[src/rtl/decoder_core.sv]
`default_nettype none
// +--------------------------------------------------------------------------+
// | decoder_core : hard-decision Viterbi decoder, rate 1/2, K=3 (111, 101)   |
// | Rev 1.0                                                                  |
// +--------------------------------------------------------------------------+
module decoder_core (
   input  logic        clk,
   input  logic        rst,
   input  logic [13:0] rstring,
   input  logic [2:0]  size,
   output logic [6:0]  dstring,
   output logic        done
);

   localparam int METRIC_W = 5;
   localparam logic [METRIC_W-1:0] INIT_METRIC = 5'd15;

   typedef enum logic [1:0] {
      IDLE  = 2'd0,
      ACS   = 2'd1,
      TRACE = 2'd2,
      DONE  = 2'd3
   } state_t;

   state_t state, state_next;

   logic [13:0]         rstring_q;
   logic [2:0]          size_q;
   logic [2:0]          step;
   logic [METRIC_W-1:0] metric     [4];
   logic [METRIC_W-1:0] metric_new [4];
   logic [METRIC_W-1:0] cand0      [4];
   logic [METRIC_W-1:0] cand1      [4];
   logic [3:0]          dec_new;
   logic [3:0]          surv       [7];
   logic [1:0]          sym;
   logic [1:0]          best;
   logic [1:0]          trace_st;
   logic [6:0]          bits;
   logic                last_acs;
   logic                last_trace;

   // Hamming distance between the branch output of (prev state, input u) and the received symbol
   function automatic logic [1:0] branch_dist(input logic [1:0] prev, input logic u,
                                              input logic [1:0] rx);
      logic g0, g1;
      g0 = u ^ prev[1] ^ prev[0];
      g1 = u ^ prev[0];
      return {1'b0, g0 ^ rx[1]} + {1'b0, g1 ^ rx[0]};
   endfunction

   // State {a,b} is reached from predecessors {b,0} and {b,1} with input bit a
   always_comb begin
      sym     = rstring_q[{step, 1'b0} +: 2];
      dec_new = '0;
      for (int s = 0; s < 4; s++) begin
         cand0[s]      = '0;
         cand1[s]      = '0;
         metric_new[s] = '0;
      end
      for (int s = 0; s < 4; s++) begin
         cand0[s] = metric[{s[0], 1'b0}]
                    + {3'b000, branch_dist({s[0], 1'b0}, s[1], sym)};
         cand1[s] = metric[{s[0], 1'b1}]
                    + {3'b000, branch_dist({s[0], 1'b1}, s[1], sym)};
         dec_new[s]    = (cand1[s] < cand0[s]);
         metric_new[s] = dec_new[s] ? cand1[s] : cand0[s];
      end
      best = 2'd0;
      for (int s = 1; s < 4; s++) begin
         if (metric_new[s] < metric_new[best]) best = 2'(s);
      end
   end

   assign last_acs   = (step == size_q - 3'd1);
   assign last_trace = (step == 3'd0);

   always_ff @(posedge clk) begin
      if (rst) state <= IDLE;
      else     state <= state_next;
   end

   always_comb begin
      state_next = state;
      case (state)
         IDLE:    state_next = (size == 3'd0) ? DONE : ACS;
         ACS:     if (last_acs) state_next = TRACE;
         TRACE:   if (last_trace) state_next = DONE;
         DONE:    state_next = DONE;
         default: state_next = IDLE;
      endcase
   end

   always_ff @(posedge clk) begin
      if (rst) begin
         rstring_q <= '0;
         size_q    <= '0;
         step      <= '0;
         trace_st  <= '0;
         bits      <= '0;
         dstring   <= '0;
         done      <= 1'b0;
         for (int i = 0; i < 4; i++) metric[i] <= '0;
         for (int i = 0; i < 7; i++) surv[i] <= '0;
      end else begin
         case (state)
            IDLE: begin
               rstring_q <= rstring;
               size_q    <= size;
               step      <= '0;
               bits      <= '0;
               metric[0] <= '0;
               for (int i = 1; i < 4; i++) metric[i] <= INIT_METRIC;
               if (size == 3'd0) begin
                  dstring <= '0;
                  done    <= 1'b1;
               end
            end
            ACS: begin
               for (int i = 0; i < 4; i++) metric[i] <= metric_new[i];
               surv[step] <= dec_new;
               // step is reused as the trace bit index, which starts at size-1
               if (last_acs) trace_st <= best;
               else          step     <= step + 3'd1;
            end
            TRACE: begin
               bits[step] <= trace_st[1];
               trace_st   <= {trace_st[0], surv[step][trace_st]};
               if (last_trace) begin
                  dstring <= bits | {6'b000000, trace_st[1]};
                  done    <= 1'b1;
               end else begin
                  step <= step - 3'd1;
               end
            end
            default: ;
         endcase
      end
   end

endmodule
`default_nettype wire

[config.mk]
export PLATFORM = sky130hd
export DESIGN_NAME = decoder_core
export DESIGN_NICKNAME = d
export VERILOG_FILES = /design/src/rtl/decoder_core.sv
export SDC_FILE = /design/constraint.sdc
export NUM_CORES = 1
export LEC_CHECK = 0
export ABC_AREA = 1
export CAP_MARGIN = 30
export CORE_MARGIN = 5
export CORE_UTILIZATION = 60
export CTS_CLUSTER_DIAMETER = 60
export DETAILED_ROUTE_END_ITERATION = 8
export PLACE_DENSITY_LB_ADDON = 0.3
export SLEW_MARGIN = 20
export SYNTH_ARGS = -nofsm -noshare
export SYNTH_HDL_FRONTEND = slang
export SYNTH_SLANG_ARGS = --single-unit
[constraint.sdc]
create_clock -name clk -period 18.1 [get_ports clk]
set_input_delay 1.81 -clock clk [delete_from_list [all_inputs] [get_ports clk]]
set_output_delay 1.81 -clock clk [all_outputs]
set_load 0.03 [all_outputs]
==> results of run 1 <==
metrics by stage:
stage                     hold WS (ns)  instance area [µm²]   util  instances  setup slack, ns
after floorplan                  0.437                 6020      -        768            11.63
after global placement           0.455                 6320  0.647        906            11.27
after detailed placement         0.464                 6320  0.647        906            10.87
after CTS                        0.480                 6530  0.668        922            10.76
after global routing             0.500                 6530  0.668        922            10.04
final                            0.478                 6530  0.668        922            10.68
final cells by class:
type | instances | area (µm²) | area share
clock buffers | 9 | 124 | 0.0190
clock inverters | 7 | 80.1 | 0.0123
inverters | 81 | 304 | 0.0466
multi-input cells | 572 | 3280 | 0.503
flip-flops and latches | 94 | 2310 | 0.354
well taps | 133 | 166 | 0.0255
repair buffers | 26 | 260 | 0.0399
cells in the mapped netlist (3+ instances only):
master / n
clkbuf_1: 13
fa_1: 5
nand2_2: 17
nand3_1: 46
o211ai_1: 5
nand3_2: 5
o22ai_1: 5
nand4_1: 4
inv_2: 4
dfxtp_1: 51
a211oi_1: 5
a21oi_1: 33
xor2_1: 20
o21ai_0: 75
xnor2_1: 5
ha_1: 47
edfxtp_1: 43
nor3_1: 3
inv_1: 75
a21oi_2: 3
nand2_1: 168
nand2_4: 9
o221ai_1: 4
nor2_1: 97
cell families (layout without fill, tap and decap cells):
family          after synthesis  in the layout  share of synthesized area
compound gates              140            140                      0.131
fa+ha+maj                    52             52                      0.114
flops                        94             94                      0.384
simple gates                355            355                      0.263
buf+inv                     102            123                     0.0703
xor+xnor                     25             25                     0.0364
worst reg2reg max path, delay by kind of cell, from the launching register on:
family                     cells  cell delay (ns)
AOI/OAI and AO/OA              8             2.16
adders and majority gates      7             2.39
buffers and inverters          3             0.27
DFF                            1             0.40
and+or+nand+nor               22             2.15
how the worst max path moves through the flow:
| stage | endpoint | slack (ns) |
|---|---|---|
| finish | trace_st[1]$_SDFFE_PP0P_ | 10.68 |
| global route | trace_st[1]$_SDFFE_PP0P_ | 10.04 |
| CTS | trace_st[1]$_SDFFE_PP0P_ | 10.76 |
| detailed placement | trace_st[1]$_SDFFE_PP0P_ | 10.87 |
| global placement | trace_st[1]$_SDFFE_PP0P_ | 11.27 |
| floorplan | trace_st[1]$_SDFFE_PP0P_ | 11.63 |
sequential cells by signal, indices dropped and copies added, names as in the netlist, named ones only:
register and count:
rstring_q 14, metric 20, trace_st 2, dstring 7, bits 7, size_q 3
state 2, done 1, surv 32, step 3
layer usage:
metal / global-route usage / part of all wire
met5: 0 / 0
met4: 0.0915 / 0.019
met3: 0.0530 / 0.078
met2: 0.425 / 0.47
met1: 0.335 / 0.43
==> metrics.cfg, run 1 <==
[synthesis]
avgSynthCellArea_um2=7.83
netlist.area_leader.share=0.215
ys.flop_type=dfxtp_1
syn_nets=839
synth_cell_types=41
yosysTopAreaCell=edfxtp_1
synth_warnings=0
synth_area_leaders=edfxtp_1 (21%), dfxtp_1 (17%), nand2_1 (10%)
synth_area_um2=6020
synth-seq-area-share=0.384
synth_cells=768
synth.ff_latch_count=94
async_reset_ff_frac=0
synth_edf_count=43

[placed_design]
gp_congestion=0.943
io_buffer_count=26
hpwlAfterDp_um=11100

[die]
die_w_um=110
rows=36
core_um2=9770
die_y_um=110
fp.dieArea_um2=12100
ioPinCount=27
initial_core_util=0.615

[worst_setup_path]
reg2reg_to=trace_st[1]$_SDFFE_PP0P_
cp_num_buf_inv=3
critPathMaxStageDelay_ns=0.52
reg2reg_slack_ns=10.68
critPathArrivalTime_ns=7.74
critPathLaunch=step[1]$_SDFFE_PP0P_
crit_family=adder cells
crit_top_cell=nand2_1
crit_required_ns=18.42
path_depth=40
startpoint_type=flop
reg2reg_from=step[1]$_SDFFE_PP0P_
cp_slowest_cell=fa_1
worst-path-max-fanout=12
reg2reg_depth=40
critical_path_class=flop to flop
end_kind=flop

[timing]
period_share=0.410
worst_slew_pin_slew_ns=0.953
rsz0062_at_grt=no
fin_skew_ns=0.0119
slew_viol_final=0
maxSlewHeadroom=0.359
finalSetupViolCount=0
fmax_mhz=135
post-route-min-period_ns=7.42
hold_violations=0
final.setup.tns_ns=0

[hold_path]
min_from=dstring[1]$_SDFFE_PP0P_
hp-class=flop to flop
whs_path_depth=2
whs_endpoint=dstring[1]$_SDFFE_PP0P_

[clock_tree]
cts_tree=built
ctsHoldBuffers=0
htree_levels=3
clock_sinks=94
path_clk_slew_ns=0.11
cts-buffers-inserted=9
clock_latency_ns=0.39
postCtsSetupRepairBufs=0
cts_max_path_buffers=2
cts-resized-gates=0
root_buffer=clkbuf_8

[global_route]
track_usage=0.257
antenna_found_initial=0
grt_pass1_wl_um=24200
grt_max_degree=34
overflow=0
grt_pass1_vias=5051

[final_layout]
diodes=0
final_nets=855
layout_commonest_cell=nand2_1
layout_common_cells=nand2_1 (168), nor2_1 (97), inv_1 (75), o21ai_0 (75), dfxtp_1 (51)
syn2layout_area_growth_pct=8.51
drive_gt1_frac=0.0773
n_fill_cell=829

[detailed_routing]
vias=5226
ant_nets=0
first_pass_iters=5
wl_um=14800
vias_per_cell=5.67
dr.first_iter.drc_count=461
post_drt_wl_per_cell_um=16.0
route.detailed.drc=0

[outcome]
outcome=completed

[job]
drv_cap=0

Power of run 1 is left out: the tool's default activity adds up to more than one toggle a clock period on the data nets, which glitch-free logic cannot reach.
==> inputs of run 2 (changes only) <==
==> constraint.sdc (replaced) <==
create_clock -name clk -period 7.3 [get_ports clk]
set_input_delay 0.73 -clock clk [delete_from_list [all_inputs] [get_ports clk]]
set_output_delay 0.73 -clock clk [all_outputs]
set_load 0.03 [all_outputs]
==> run 2 against run 1 <==
Critical endpoint unchanged. Critical path type unchanged. Core utilization is 0.67 points higher. Flip-flop and latch count stayed put. Cell count increased by 0.22%. Hold slack lost 0.0036 ns. Non-clock buffer count rose by 2. Highest routed layer unchanged. Global-route usage grew 0.060 points.
==> metrics.cfg, run 2 (synthesized netlist as in run 1, its figures left out) <==
[outcome]
outcome=completed

[detailed_routing]
wl_um=14700
vias=5306
ant_nets=0
dr.first_iter.drc_count=379
vias_per_cell=5.74
route.detailed.drc=0
first_pass_iters=7
post_drt_wl_per_cell_um=16.0

[timing]
rsz0062_at_grt=no
worst_slew_pin_slew_ns=0.934
slew_viol_final=0
finalSetupViolCount=0
fin_skew_ns=0.0130
hold_violations=0
maxSlewHeadroom=0.375
post-route-min-period_ns=6.80
final.setup.tns_ns=0
fmax_mhz=147
period_share=0.932

[die]
fp.dieArea_um2=12100
die_y_um=110
die_w_um=110
ioPinCount=27
initial_core_util=0.615
core_um2=9770
rows=36

[worst_setup_path]
crit_top_cell=nand2_1
critPathMaxStageDelay_ns=0.53
critPathArrivalTime_ns=7.11
cp_slowest_cell=dfxtp_1
startpoint_type=flop
worst-path-max-fanout=12
critical_path_class=flop to flop
crit_required_ns=7.61
end_kind=flop

[placed_design]
hpwlAfterDp_um=11100
io_buffer_count=26
gp_congestion=0.942

[clock_tree]
cts_max_path_buffers=2
cts_tree=built
htree_levels=3
ctsHoldBuffers=0
root_buffer=clkbuf_8
path_clk_slew_ns=0.11
clock_sinks=94
clock_latency_ns=0.38
cts-buffers-inserted=9

[global_route]
antenna_found_initial=0
grt_pass1_wl_um=24500
track_usage=0.258
overflow=0
grt_max_degree=34
grt_pass1_vias=5151

[final_layout]
multi_input_area_um2=3290
top_regs=surv: 32 flops, metric: 20 flops, rstring_q: 14 flops
n_fill_cell=831
diodes=0
layout_commonest_cell=nand2_1
largest_reg_flops=32
register_area_um2=2310
syn2layout_area_growth_pct=9.59
final_nets=857
layout_common_cells=nand2_1 (168), nor2_1 (95), inv_1 (74)
regMostFlops=surv
drive_gt1_frac=0.0872

[hold_path]
hp-class=flop to flop

[job]
drv_cap=0

==> run 2: path summary, 6_finish.rpt <==
| kind | start | endpoint | slack [ns] | depth (start not counted) |
|---|---|---|---|---|
| setup / recovery | step[0]$_SDFFE_PP0P_ | trace_st[1]$_SDFFE_PP0P_ | 0.50 | 43 |
| hold / removal | dstring[3]$_SDFFE_PP0P_ | dstring[3]$_SDFFE_PP0P_ | 0.47 | 2 |
| setup reg to reg | step[0]$_SDFFE_PP0P_ | trace_st[1]$_SDFFE_PP0P_ | 0.50 | 43 |
| hold reg to reg | dstring[3]$_SDFFE_PP0P_ | dstring[3]$_SDFFE_PP0P_ | 0.47 | 2 |
==> run 2: repair_timing <==
action	4_1_cts	5_1_grt
setup endpoints to repair	0	2
gates resized for setup	0	11
buffers inserted	0	1
==> run 2: critical path, delay by kind of cell (launching register included) <==
kind                       cells  cell delay (ns)
AOI/OAI and AO/OA              9             1.59
adders and majority gates      7             2.23
buffers and inverters          5             0.71
DFF                            1             0.53
and+or+nand+nor               22             1.62
==> run 2: per-layer routing <==
layer  wire [µm]  track usage
met1        6290        0.346
met3        1130       0.0431
met5           0            0
met2        7170        0.435
met4         158       0.0642
==> run 2: area by class of cell <==
type / instances / area share
Clock buffer: 9 / 0.0188
Inverter: 81 / 0.0461
Tap cell: 133 / 0.0252
Sequential cell: 94 / 0.351
Clock inverter: 7 / 0.0175
Multi-Input combinational cell: 572 / 0.500
Timing Repair Buffer: 28 / 0.0418
==> run 2: per-stage QoR <==
step	area (µm²)	setup slack [ns]	hold slack, ns	std cells	util
final	6590	0.499	0.474	924	0.674
after detailed placement	6330	0.0474	0.461	907	0.648
after CTS	6570	0.0109	0.476	923	0.672
after global placement	6330	0.475	0.455	907	0.648
after floorplan	6020	0.830	0.437	768	-
after global routing	6590	0.00537	0.501	924	0.674
Power of run 2 is left out for the same reason.
==> inputs of run 3 (changes only) <==
--- a/config.mk
+++ b/config.mk
@@ -8,11 +8,11 @@
 export ABC_AREA = 1
 export CAP_MARGIN = 30
 export CORE_MARGIN = 5
-export CORE_UTILIZATION = 60
+export CORE_UTILIZATION = 55
 export CTS_CLUSTER_DIAMETER = 60
 export DETAILED_ROUTE_END_ITERATION = 8
+export GPL_TIMING_DRIVEN = 0
 export PLACE_DENSITY_LB_ADDON = 0.3
-export SLEW_MARGIN = 20
 export SYNTH_ARGS = -nofsm -noshare
 export SYNTH_HDL_FRONTEND = slang
 export SYNTH_SLANG_ARGS = --single-unit
==> run 3 against run 2 <==
Worst setup slack got worse by 0.020 ns. Design area rose by 1.6%. Critical endpoint unchanged. Clock-buffer cell count unchanged. Register-to-register slack worse by 0.02 ns. Core utilization down 5.4 points. Via count is 1.1% lower. Hold slack worse by 0.0036 ns.
==> metrics.cfg, run 3 (synthesized netlist as in run 1, its figures left out) <==
[timing]
maxSlewHeadroom=0.395
fin_skew_ns=0.00820
post-route-min-period_ns=6.82
finalSetupViolCount=0
worst_slew_pin_slew_ns=0.899
fmax_mhz=147
slew_viol_final=0
hold_violations=0
rsz0062_at_grt=no
period_share=0.934

[worst_setup_path]
crit_required_ns=7.61
reg2reg_from=step[1]$_SDFFE_PP0P_
critPathMaxStageDelay_ns=0.53
cp_slowest_cell=fa_1
crit_top_cell=nand2_1
worst-path-max-fanout=10
critical_path_class=flop to flop
startpoint_type=flop
reg2reg_to=trace_st[1]$_SDFFE_PP0P_
end_kind=flop
reg2reg_depth=43
reg2reg_slack_ns=0.48
critPathArrivalTime_ns=7.14

[placed_design]
placedCellCount=934
place_area_um2=6450
hpwlAfterDp_um=11200
io_buffer_count=26
gp_congestion=0.902

[global_route]
overflow=0
track_usage=0.228
grt_pass1_wl_um=23800
grt_max_degree=18
antenna_found_initial=0
grt_pass1_vias=5177

[detailed_routing]
ant_nets=0
route.detailed.drc=0
vias_per_cell=5.53
post_drt_wl_per_cell_um=15.4
first_pass_iters=5
wl_um=14600
dr.first_iter.drc_count=342
vias=5247

[final_layout]
drive_gt1_frac=0.100
final_nets=875
register_area_um2=2320
multi_input_area_um2=3310
design_area_um2=6700
syn2layout_area_growth_pct=11.4
n_fill_cell=933
layout_common_cells=nand2_1 (168), nor2_1 (95), inv_1 (72), o21ai_0 (72), dfxtp_1 (48)
top_regs=surv: 32 flops, metric: 20 flops, rstring_q: 14 flops
largest_reg_flops=32
layoutNonFillerInstCount=949
diodes=0
layout_commonest_cell=nand2_1
regMostFlops=surv

[clock_tree]
ctsHoldBuffers=0
cts-buffers-inserted=9
path_clk_slew_ns=0.10
clock_latency_ns=0.37
cts_max_path_buffers=2
htree_levels=3
root_buffer=clkbuf_8
clock_sinks=94
cts_tree=built

[hold_path]
min_from=dstring[2]$_SDFFE_PP0P_
hp-class=flop to flop
whs_endpoint=dstring[2]$_SDFFE_PP0P_
whs_path_depth=2

[outcome]
outcome=completed

[job]
drv_cap=0

[die]
ioPinCount=27
fp.dieArea_um2=13100
initial_core_util=0.557
core_um2=10800
die_y_um=115
die_w_um=115
rows=38

[run 3: worst max-delay path by stage]
stage	from	to	slack, ns
after floorplan	step[0]$_SDFFE_PP0P_	trace_st[1]$_SDFFE_PP0P_	0.83
after global placement	step[0]$_SDFFE_PP0P_	trace_st[1]$_SDFFE_PP0P_	-0.18
after detailed placement	step[0]$_SDFFE_PP0P_	trace_st[1]$_SDFFE_PP0P_	-0.42
after CTS	step[1]$_SDFFE_PP0P_	trace_st[1]$_SDFFE_PP0P_	0.01
after global routing	step[1]$_SDFFE_PP0P_	trace_st[1]$_SDFFE_PP0P_	0.02
final	step[1]$_SDFFE_PP0P_	trace_st[1]$_SDFFE_PP0P_	0.48
[run 3: area by class of cell]
cell class	count	area share
buffer	18	0.0161
clock inverter	7	0.0118
clock buffer	9	0.0185
timing repair buffer	28	0.0411
tap	140	0.0261
sequential	94	0.346
inverter	81	0.0459
multi-input combinational	572	0.494
[run 3: critical path, delay by kind of cell (launching register included)]
family,cells,cell delay [ns]
simple gates,22,1.76
compound gates,9,1.64
buf+inv,5,0.64
fa+ha+maj,7,2.33
flops,1,0.37
[run 3: stage by stage]
stage	utilization	setup WS, ns	TNS [ns]	hold slack, ns
finish	0.621	0.480	0	0.471
global route	0.621	0.0192	0	0.504
detailed placement	0.598	-0.416	-0.760	0.456
global placement	0.598	-0.178	-0.270	0.449
CTS	0.616	0.0112	0	0.470
floorplan	-	0.830	0	0.437
[run 3: layer usage]
metal  global-route usage  wire, µm
met2                0.399      7160
met3               0.0248       741
met5                    0         0
met4               0.0879       301
met1                0.287      6380
[run 3: repair_timing]
item / in CTS / in global routing
cloned: 0 / 0
resized for setup: 3 / 15
hold endpoints to repair: 0 / 0
pin swaps: 0 / 1
endpoints found under the setup margin: 2 / 2
buffers inserted: 0 / 2
Power of run 3 is left out for the same reason.
